--- src/rtl/multicycle_controller_pkg.sv ---
// ctrl_pkg: shared types and encodings for the multi-cycle RV64I control FSM.
//   state_e  : controller states
//   iclass_e : instruction classes recognised by the opcode decoder
//   OP_*     : base-ISA major opcodes (instruction[6:0])
//   ALU_*, WB_*, PC_* : encodings driven onto alu_op, wb_sel and pc_src
package ctrl_pkg;

  typedef enum logic [2:0] {
    ST_FETCH  = 3'd0,
    ST_DECODE = 3'd1,
    ST_EXEC   = 3'd2,
    ST_MEM    = 3'd3,
    ST_WB     = 3'd4,
    ST_TRAP   = 3'd5
  } state_e;

  typedef enum logic [2:0] {
    CL_R      = 3'd0,
    CL_I      = 3'd1,
    CL_LOAD   = 3'd2,
    CL_STORE  = 3'd3,
    CL_BRANCH = 3'd4,
    CL_JAL    = 3'd5,
    CL_JALR   = 3'd6,
    CL_LUI    = 3'd7
  } iclass_e;

  localparam logic [6:0] OP_R      = 7'b0110011;
  localparam logic [6:0] OP_I      = 7'b0010011;
  localparam logic [6:0] OP_LOAD   = 7'b0000011;
  localparam logic [6:0] OP_STORE  = 7'b0100011;
  localparam logic [6:0] OP_BRANCH = 7'b1100011;
  localparam logic [6:0] OP_JAL    = 7'b1101111;
  localparam logic [6:0] OP_JALR   = 7'b1100111;
  localparam logic [6:0] OP_LUI    = 7'b0110111;

  localparam logic [1:0] ALU_ADD   = 2'b00;
  localparam logic [1:0] ALU_SUB   = 2'b01;
  localparam logic [1:0] ALU_FUNCT = 2'b10;

  localparam logic [1:0] WB_ALU    = 2'b00;
  localparam logic [1:0] WB_MEM    = 2'b01;
  localparam logic [1:0] WB_PC4    = 2'b10;

  localparam logic [1:0] PC_PLUS4  = 2'b00;
  localparam logic [1:0] PC_IMM    = 2'b01;
  localparam logic [1:0] PC_ALU    = 2'b10;

endpackage

--- src/rtl/multicycle_controller_if.sv ---
// multicycle_controller_if: datapath/memory handshake bundle between the
// control FSM and the rest of the multi-cycle core.
//   Inputs to the controller : run, opcode, branch_taken, imem_ready, dmem_ready
//   Outputs of the controller: imem_req, ir_write, dmem_req, dmem_we, alu_src_b,
//                              alu_op, reg_write, wb_sel, pc_write, pc_src,
//                              instr_done, trap
//   master modport = controller side, slave modport = datapath side.
interface multicycle_controller_if;
  logic       run;
  logic [6:0] opcode;
  logic       branch_taken;
  logic       imem_ready;
  logic       dmem_ready;
  logic       imem_req;
  logic       ir_write;
  logic       dmem_req;
  logic       dmem_we;
  logic       alu_src_b;
  logic [1:0] alu_op;
  logic       reg_write;
  logic [1:0] wb_sel;
  logic       pc_write;
  logic [1:0] pc_src;
  logic       instr_done;
  logic       trap;

  modport master (
    input  run, opcode, branch_taken, imem_ready, dmem_ready,
    output imem_req, ir_write, dmem_req, dmem_we, alu_src_b, alu_op,
           reg_write, wb_sel, pc_write, pc_src, instr_done, trap
  );

  modport slave (
    output run, opcode, branch_taken, imem_ready, dmem_ready,
    input  imem_req, ir_write, dmem_req, dmem_we, alu_src_b, alu_op,
           reg_write, wb_sel, pc_write, pc_src, instr_done, trap
  );
endinterface

--- src/rtl/multicycle_controller_decoder.sv ---
// opcode_class_decoder: combinational map from instruction[6:0] to an
// instruction class, flagging any opcode outside the supported set.
//   opcode_i  : major opcode
//   class_o   : instruction class (CL_R when illegal)
//   illegal_o : 1 when the opcode is not supported
module opcode_class_decoder
  import ctrl_pkg::*;
(
  input  logic [6:0] opcode_i,
  output iclass_e    class_o,
  output logic       illegal_o
);

  // Opcode lookup table
  always_comb begin
    class_o   = CL_R;
    illegal_o = 1'b0;
    case (opcode_i)
      OP_R:      class_o = CL_R;
      OP_I:      class_o = CL_I;
      OP_LOAD:   class_o = CL_LOAD;
      OP_STORE:  class_o = CL_STORE;
      OP_BRANCH: class_o = CL_BRANCH;
      OP_JAL:    class_o = CL_JAL;
      OP_JALR:   class_o = CL_JALR;
      OP_LUI:    class_o = CL_LUI;
      default:   illegal_o = 1'b1;
    endcase
  end

endmodule

--- src/rtl/multicycle_controller.sv ---
// multicycle_controller: control FSM sequencing the multi-cycle RV64I datapath
// through FETCH/DECODE/EXEC/MEM/WB, with a sticky TRAP on illegal opcodes.
//   clk   : rising-edge clock
//   rst_n : asynchronous active-low reset; forces every output low at once
//   bus   : master side of multicycle_controller_if (memory handshakes,
//           ALU steering, write strobes, instr_done, trap)
// Outputs are decoded from state; ir_write, MEM-state retire strobes and the
// branch pc_src are additionally qualified by their input condition.
module multicycle_controller
  import ctrl_pkg::*;
(
  input logic                    clk,
  input logic                    rst_n,
  multicycle_controller_if.master bus
);

  state_e     state_q, state_d;
  logic [6:0] op_q, op_d;
  // Remembers that an instruction fetch has been issued so the request is
  // held even if run drops before imem_ready.
  logic       fetch_busy_q, fetch_busy_d;

  logic [6:0] dec_in_s;
  iclass_e    cls_s;
  logic       illegal_s;

  logic       imem_req_s, ir_write_s, dmem_req_s, dmem_we_s, alu_src_b_s;
  logic [1:0] alu_op_s, wb_sel_s, pc_src_s;
  logic       reg_write_s, pc_write_s, instr_done_s, trap_s;

  // In DECODE the live IR opcode is classified; afterwards the latched copy.
  assign dec_in_s = (state_q == ST_DECODE) ? bus.opcode : op_q;

  opcode_class_decoder u_dec (
    .opcode_i  (dec_in_s),
    .class_o   (cls_s),
    .illegal_o (illegal_s)
  );

  // Next-state and output decode
  always_comb begin
    state_d      = state_q;
    op_d         = op_q;
    fetch_busy_d = fetch_busy_q;
    imem_req_s   = 1'b0;
    ir_write_s   = 1'b0;
    dmem_req_s   = 1'b0;
    dmem_we_s    = 1'b0;
    alu_src_b_s  = 1'b0;
    alu_op_s     = ALU_ADD;
    reg_write_s  = 1'b0;
    wb_sel_s     = WB_ALU;
    pc_write_s   = 1'b0;
    pc_src_s     = PC_PLUS4;
    instr_done_s = 1'b0;
    trap_s       = 1'b0;
    case (state_q)
      ST_FETCH: begin
        imem_req_s = bus.run | fetch_busy_q;
        if (imem_req_s && bus.imem_ready) begin
          ir_write_s   = 1'b1;
          fetch_busy_d = 1'b0;
          state_d      = ST_DECODE;
        end else begin
          fetch_busy_d = imem_req_s;
        end
      end
      ST_DECODE: begin
        op_d = bus.opcode;
        if (illegal_s) begin
          state_d = ST_TRAP;
        end else begin
          state_d = ST_EXEC;
        end
      end
      ST_EXEC: begin
        state_d = ST_WB;
        case (cls_s)
          CL_R: begin
            alu_op_s = ALU_FUNCT;
          end
          CL_I: begin
            alu_op_s    = ALU_FUNCT;
            alu_src_b_s = 1'b1;
          end
          CL_LOAD, CL_STORE: begin
            alu_src_b_s = 1'b1;
            state_d     = ST_MEM;
          end
          CL_JALR, CL_LUI: begin
            alu_src_b_s = 1'b1;
          end
          CL_JAL: begin
            alu_op_s = ALU_ADD;
          end
          CL_BRANCH: begin
            // Branches retire here: compare result picks the next PC.
            alu_op_s     = ALU_SUB;
            pc_write_s   = 1'b1;
            instr_done_s = 1'b1;
            pc_src_s     = bus.branch_taken ? PC_IMM : PC_PLUS4;
            state_d      = ST_FETCH;
          end
          default: begin
            state_d = ST_TRAP;
          end
        endcase
      end
      ST_MEM: begin
        dmem_req_s = 1'b1;
        dmem_we_s  = (cls_s == CL_STORE);
        if (bus.dmem_ready) begin
          if (cls_s == CL_STORE) begin
            // Stores have nothing to write back and retire on completion.
            pc_write_s   = 1'b1;
            instr_done_s = 1'b1;
            state_d      = ST_FETCH;
          end else begin
            state_d = ST_WB;
          end
        end else begin
          state_d = ST_MEM;
        end
      end
      ST_WB: begin
        reg_write_s  = 1'b1;
        pc_write_s   = 1'b1;
        instr_done_s = 1'b1;
        state_d      = ST_FETCH;
        case (cls_s)
          CL_LOAD: wb_sel_s = WB_MEM;
          CL_JAL: begin
            wb_sel_s = WB_PC4;
            pc_src_s = PC_IMM;
          end
          CL_JALR: begin
            wb_sel_s = WB_PC4;
            pc_src_s = PC_ALU;
          end
          default: wb_sel_s = WB_ALU;
        endcase
      end
      ST_TRAP: begin
        trap_s  = 1'b1;
        state_d = ST_TRAP;
      end
      default: begin
        state_d = ST_TRAP;
      end
    endcase
  end

  // State, latched opcode and fetch-in-flight flag
  always_ff @(posedge clk or negedge rst_n) begin
    if (!rst_n) begin
      state_q      <= ST_FETCH;
      op_q         <= 7'd0;
      fetch_busy_q <= 1'b0;
    end else begin
      state_q      <= state_d;
      op_q         <= op_d;
      fetch_busy_q <= fetch_busy_d;
    end
  end

  // Reset gates the outputs directly so an in-flight request drops with rst_n,
  // not at the next clock edge.
  assign bus.imem_req   = rst_n & imem_req_s;
  assign bus.ir_write   = rst_n & ir_write_s;
  assign bus.dmem_req   = rst_n & dmem_req_s;
  assign bus.dmem_we    = rst_n & dmem_we_s;
  assign bus.alu_src_b  = rst_n & alu_src_b_s;
  assign bus.alu_op     = {2{rst_n}} & alu_op_s;
  assign bus.reg_write  = rst_n & reg_write_s;
  assign bus.wb_sel     = {2{rst_n}} & wb_sel_s;
  assign bus.pc_write   = rst_n & pc_write_s;
  assign bus.pc_src     = {2{rst_n}} & pc_src_s;
  assign bus.instr_done = rst_n & instr_done_s;
  assign bus.trap       = rst_n & trap_s;

endmodule

--- src/flat_wrapper.sv ---
// flat-port wrapper written by rule: the top's interface ports become plain ports
module multicycle_controller_flat import ctrl_pkg::*;
  (clk, rst_n, bus_run, bus_opcode, bus_branch_taken, bus_imem_ready, bus_dmem_ready, bus_imem_req, bus_ir_write, bus_dmem_req, bus_dmem_we, bus_alu_src_b, bus_alu_op, bus_reg_write, bus_wb_sel, bus_pc_write, bus_pc_src, bus_instr_done, bus_trap);
  multicycle_controller_if bus_i ();
  input logic clk;
  input logic rst_n;
  input wire logic [$bits(bus_i.run)-1:0] bus_run;
  input wire logic [$bits(bus_i.opcode)-1:0] bus_opcode;
  input wire logic [$bits(bus_i.branch_taken)-1:0] bus_branch_taken;
  input wire logic [$bits(bus_i.imem_ready)-1:0] bus_imem_ready;
  input wire logic [$bits(bus_i.dmem_ready)-1:0] bus_dmem_ready;
  output wire logic [$bits(bus_i.imem_req)-1:0] bus_imem_req;
  output wire logic [$bits(bus_i.ir_write)-1:0] bus_ir_write;
  output wire logic [$bits(bus_i.dmem_req)-1:0] bus_dmem_req;
  output wire logic [$bits(bus_i.dmem_we)-1:0] bus_dmem_we;
  output wire logic [$bits(bus_i.alu_src_b)-1:0] bus_alu_src_b;
  output wire logic [$bits(bus_i.alu_op)-1:0] bus_alu_op;
  output wire logic [$bits(bus_i.reg_write)-1:0] bus_reg_write;
  output wire logic [$bits(bus_i.wb_sel)-1:0] bus_wb_sel;
  output wire logic [$bits(bus_i.pc_write)-1:0] bus_pc_write;
  output wire logic [$bits(bus_i.pc_src)-1:0] bus_pc_src;
  output wire logic [$bits(bus_i.instr_done)-1:0] bus_instr_done;
  output wire logic [$bits(bus_i.trap)-1:0] bus_trap;
  assign bus_i.run = bus_run;
  assign bus_i.opcode = bus_opcode;
  assign bus_i.branch_taken = bus_branch_taken;
  assign bus_i.imem_ready = bus_imem_ready;
  assign bus_i.dmem_ready = bus_dmem_ready;
  assign bus_imem_req = bus_i.imem_req;
  assign bus_ir_write = bus_i.ir_write;
  assign bus_dmem_req = bus_i.dmem_req;
  assign bus_dmem_we = bus_i.dmem_we;
  assign bus_alu_src_b = bus_i.alu_src_b;
  assign bus_alu_op = bus_i.alu_op;
  assign bus_reg_write = bus_i.reg_write;
  assign bus_wb_sel = bus_i.wb_sel;
  assign bus_pc_write = bus_i.pc_write;
  assign bus_pc_src = bus_i.pc_src;
  assign bus_instr_done = bus_i.instr_done;
  assign bus_trap = bus_i.trap;
  multicycle_controller u_core (.clk(clk), .rst_n(rst_n), .bus(bus_i));
endmodule
--- config.mk ---
export PLATFORM = sky130hd
export DESIGN_NAME = multicycle_controller_flat
export DESIGN_NICKNAME = d
export VERILOG_FILES = /design/src/rtl/multicycle_controller_pkg.sv /design/src/rtl/multicycle_controller_if.sv /design/src/rtl/multicycle_controller_decoder.sv /design/src/rtl/multicycle_controller.sv /design/src/flat_wrapper.sv
export SDC_FILE = /design/constraint.sdc
export NUM_CORES = 1
export LEC_CHECK = 0
export CAP_MARGIN = 20
export CORE_ASPECT_RATIO = 1.25
export CORE_MARGIN = 3
export CORE_UTILIZATION = 35
export CTS_CLUSTER_DIAMETER = 100
export DETAILED_ROUTE_END_ITERATION = 6
export PLACE_DENSITY = 0.61
export SYNTH_ARGS = -nofsm -noshare
export SYNTH_HDL_FRONTEND = slang
export SYNTH_HIERARCHICAL = 1
export SYNTH_SLANG_ARGS = --single-unit
--- constraint.sdc ---
create_clock -name clk -period 4.3 [get_ports clk]
set_input_delay 0.86 -clock clk [delete_from_list [all_inputs] [get_ports clk]]
set_output_delay 0.86 -clock clk [all_outputs]
set_load 0.05 [all_outputs]
==> summary.txt, run 1 <==
Reg area: 275.3 sq um
area delta synth->final: 52.33%
Fmax: 0.2512 GHz
boundary pin count: 28
Die ar.: 3002 sq um
wire per inst: 12.78 microns
Yosys top cell area share: 0.3308
sum of negative setup slack: 0 ns
Final #Nets: 135
#FFs+latches synth: 11
clk_lat worst skew: 0.26 ns
row cnt: 19
critical path data required time: 3.44 ns
vias per cell: 5.204
Iter 0 DRT Violations: 30
Synth Area per Inst: 9.349 sq um
flop2flop setup slack: 1.79 ns
antenna violations before repair: 0
Hold Fails Final Rpt: 0
largest cells by area after synthesis: dfrtp_1 33%, mux2_2 9.5%, nand2b_1 4.5%, nor3b_1 2.7%, a21oi_1 2.4%
clock sink count: 11
vias: 791
Leak: 0.0004890 uW
Final period util: 0.9257
Slew HR: 0.6642
ys flop type: dfrtp_1
Syn Nets: 102
Seq/Total Area, Yosys: 0.3308
root buf cell: clkbuf_4
Min Hold Slack: 0.5022 ns
RePlAce Congestion: 0.7559
core area: 2235 sq um
share of layout cells above drive strength 1: 0.2893
crit start category: primary input
Mapped Cells: 89
PortBufs: 27
number of global-route vias before repair: 742
Synth cell types: 45
Reg clk slew, reported paths: 0.07 ns
Final ANT Viol Nets: 0
die height: 60.51 microns
Max VDD drop: 0.3309 mV
first-pass GRT wire length: 3284 microns
chip width: 49.61 microns
Num CTS Buffers: 3
slew at the pin closest to its max-slew limit: 0.5021 ns
CTS tree: built
total chip power: 674.3 uW
Worst setup EP type: output port
leading area contributor after synthesis: dfrtp_1
placed wire-length estimate: 1561 microns
crit path time final: 3.981 ns
Async SR Flop Fraction: 1.000
Max-cap violations: 0
Crit Path Class: in -> out
Post-synth EDFFs: 0
Worst Path Arrival: 3.12 ns
htree depth: 1
Hold-fix buffers, CTS: 0
Residual DRC: 0
DR pass1 iterations: 4
worst slack, placed: 0.1224 ns
Layout fillers: 209
Total Wirelength: 1942 microns
worst clock skew: 0.0001964 ns
largest net degree at the start of global routing: 13
min-delay worst type: reg -> reg
PD cells: 532.0 nW/um^2
Starting Density: 0.3723
Crit Path Max Fanout: 8
ant diodes: 0
Final Worst Setup Slack: 0.3195 ns
Clock Path Buffers: 2
area of the multi-input gates: 521.8 sq um
Final Max Slew Viols: 0
RSZ-0062 raised after global routing: no
post-synthesis cell area: 832.0 sq um
status: complete, no violations
All-Layer GR Usage: 0.1414
grt total ovfl: 0
Yosys Warn Count: 6
Finish-stage setup viols: 0
most frequent cells in the layout: 17 x clkdlybuf4s50_1, 11 x dfrtp_1, 8 x buf_12, 8 x buf_4, 7 x mux2_2
commonest non-fill, non-tap cell in the layout: clkdlybuf4s50_1
-- state kept, by name, indices dropped and copies added, names as in the netlist --
register and count:
u_core/fetch_busy_q 1, u_core/state_q 3, u_core/op_q 7
-- cells by family (layout without fill, tap and decap cells) --
family / Yosys count / after routing / synth area share
simple gates: 40 / 40 / 0.3278
mux: 7 / 7 / 0.09474
xor+xnor: 2 / 2 / 0.02106
buf+inv: 9 / 41 / 0.06013
compound gates: 20 / 20 / 0.1654
flops: 11 / 11 / 0.3308
-- final timing paths --
check | start | endpoint | depth (start not counted)
max | bus_opcode[4] | bus_instr_done | 9
min | u_core/op_q[1]$_DFF_PN0_ | u_core/op_q[1]$_DFF_PN0_ | 1
max reg2reg | u_core/state_q[2]$_DFFE_PN0P_ | u_core/state_q[2]$_DFFE_PN0P_ | 9
min reg2reg | u_core/op_q[1]$_DFF_PN0_ | u_core/op_q[1]$_DFF_PN0_ | 1
max in group asynchronous | rst_n | u_core/op_q[2]$_DFF_PN0_ | 2
min in group asynchronous | rst_n | u_core/fetch_busy_q$_DFFE_PN0N_ | 2
-- per-stage QoR --
| stage | util | cells | instance area [sq um] |
|---|---|---|---|
| after floorplan | - | 89 | 843.3 |
| after global placement | 0.5538 | 148 | 1237 |
| after detailed placement | 0.5538 | 148 | 1237 |
| after CTS | 0.5655 | 152 | 1264 |
| after global routing | 0.5672 | 152 | 1267 |
| final | 0.5672 | 152 | 1267 |
-- per-layer routing --
metal / track usage / wire [microns] / vias up
met4: 0.07115 / 27 / 0
met3: 0.02457 / 75 / 2
met5: 0 / 0 / -
li1: - / - / 394
met2: 0.2363 / 1010 / 21
met1: 0.1776 / 829 / 374
-- Yosys cell counts, types with 2 or more instances --
| master | count |
|---|---|
| and3_1 | 3 |
| a32oi_1 | 2 |
| nor3b_1 | 3 |
| nor2_1 | 3 |
| nand2_1 | 3 |
| mux2_2 | 7 |
| o22ai_1 | 2 |
| nor3_1 | 3 |
| inv_1 | 4 |
| a31oi_1 | 2 |
| nor2b_1 | 3 |
| o21ai_0 | 2 |
| dfrtp_1 | 11 |
| nand2b_1 | 6 |
| buf_4 | 2 |
| a21oi_1 | 4 |
-- layout make-up --
cell class,count,area share
Multi-Input combinational cell,69,0.4116
Inverter,4,0.01185
Timing Repair Buffer,33,0.3080
Sequential cell,11,0.2172
Clock buffer,4,0.02073
Tap cell,31,0.03060
-- repair_timing --
action                                  CTS  global route
resized for setup                         0             1
endpoints found under the setup margin    0             2
setup buffers                             0             0
-- where the power goes --
| part | switching (uW) | leakage, uW | internal [uW] |
|---|---|---|---|
| registers | 24.4 | 0.000128 | 151 |
| clock network | 32.2 | 0.0000150 | 35.9 |
| logic | 238 | 0.000346 | 192 |
| total | 295 | 0.000489 | 379 |
-- critical path, cell delays in order --
cell             delay (ns)
clkdlybuf4s50_1        0.40
mux2_2                 0.33
and2b_1                0.25
nand4_1                0.13
a21oi_2                0.36
inv_1                  0.14
nor3b_2                0.23
a211o_1                0.25
buf_12                 0.16
Power figures use the tool's default switching activity.
==> run 2: changes to the inputs <==
--- a/config.mk
+++ b/config.mk
@@ -5,7 +5,6 @@
 export SDC_FILE = /design/constraint.sdc
 export NUM_CORES = 1
 export LEC_CHECK = 0
-export CAP_MARGIN = 20
 export CORE_ASPECT_RATIO = 1.25
 export CORE_MARGIN = 3
 export CORE_UTILIZATION = 35
==> results of run 2 <==
No change in the layout: final DEF, timing and power equal those of run 1.
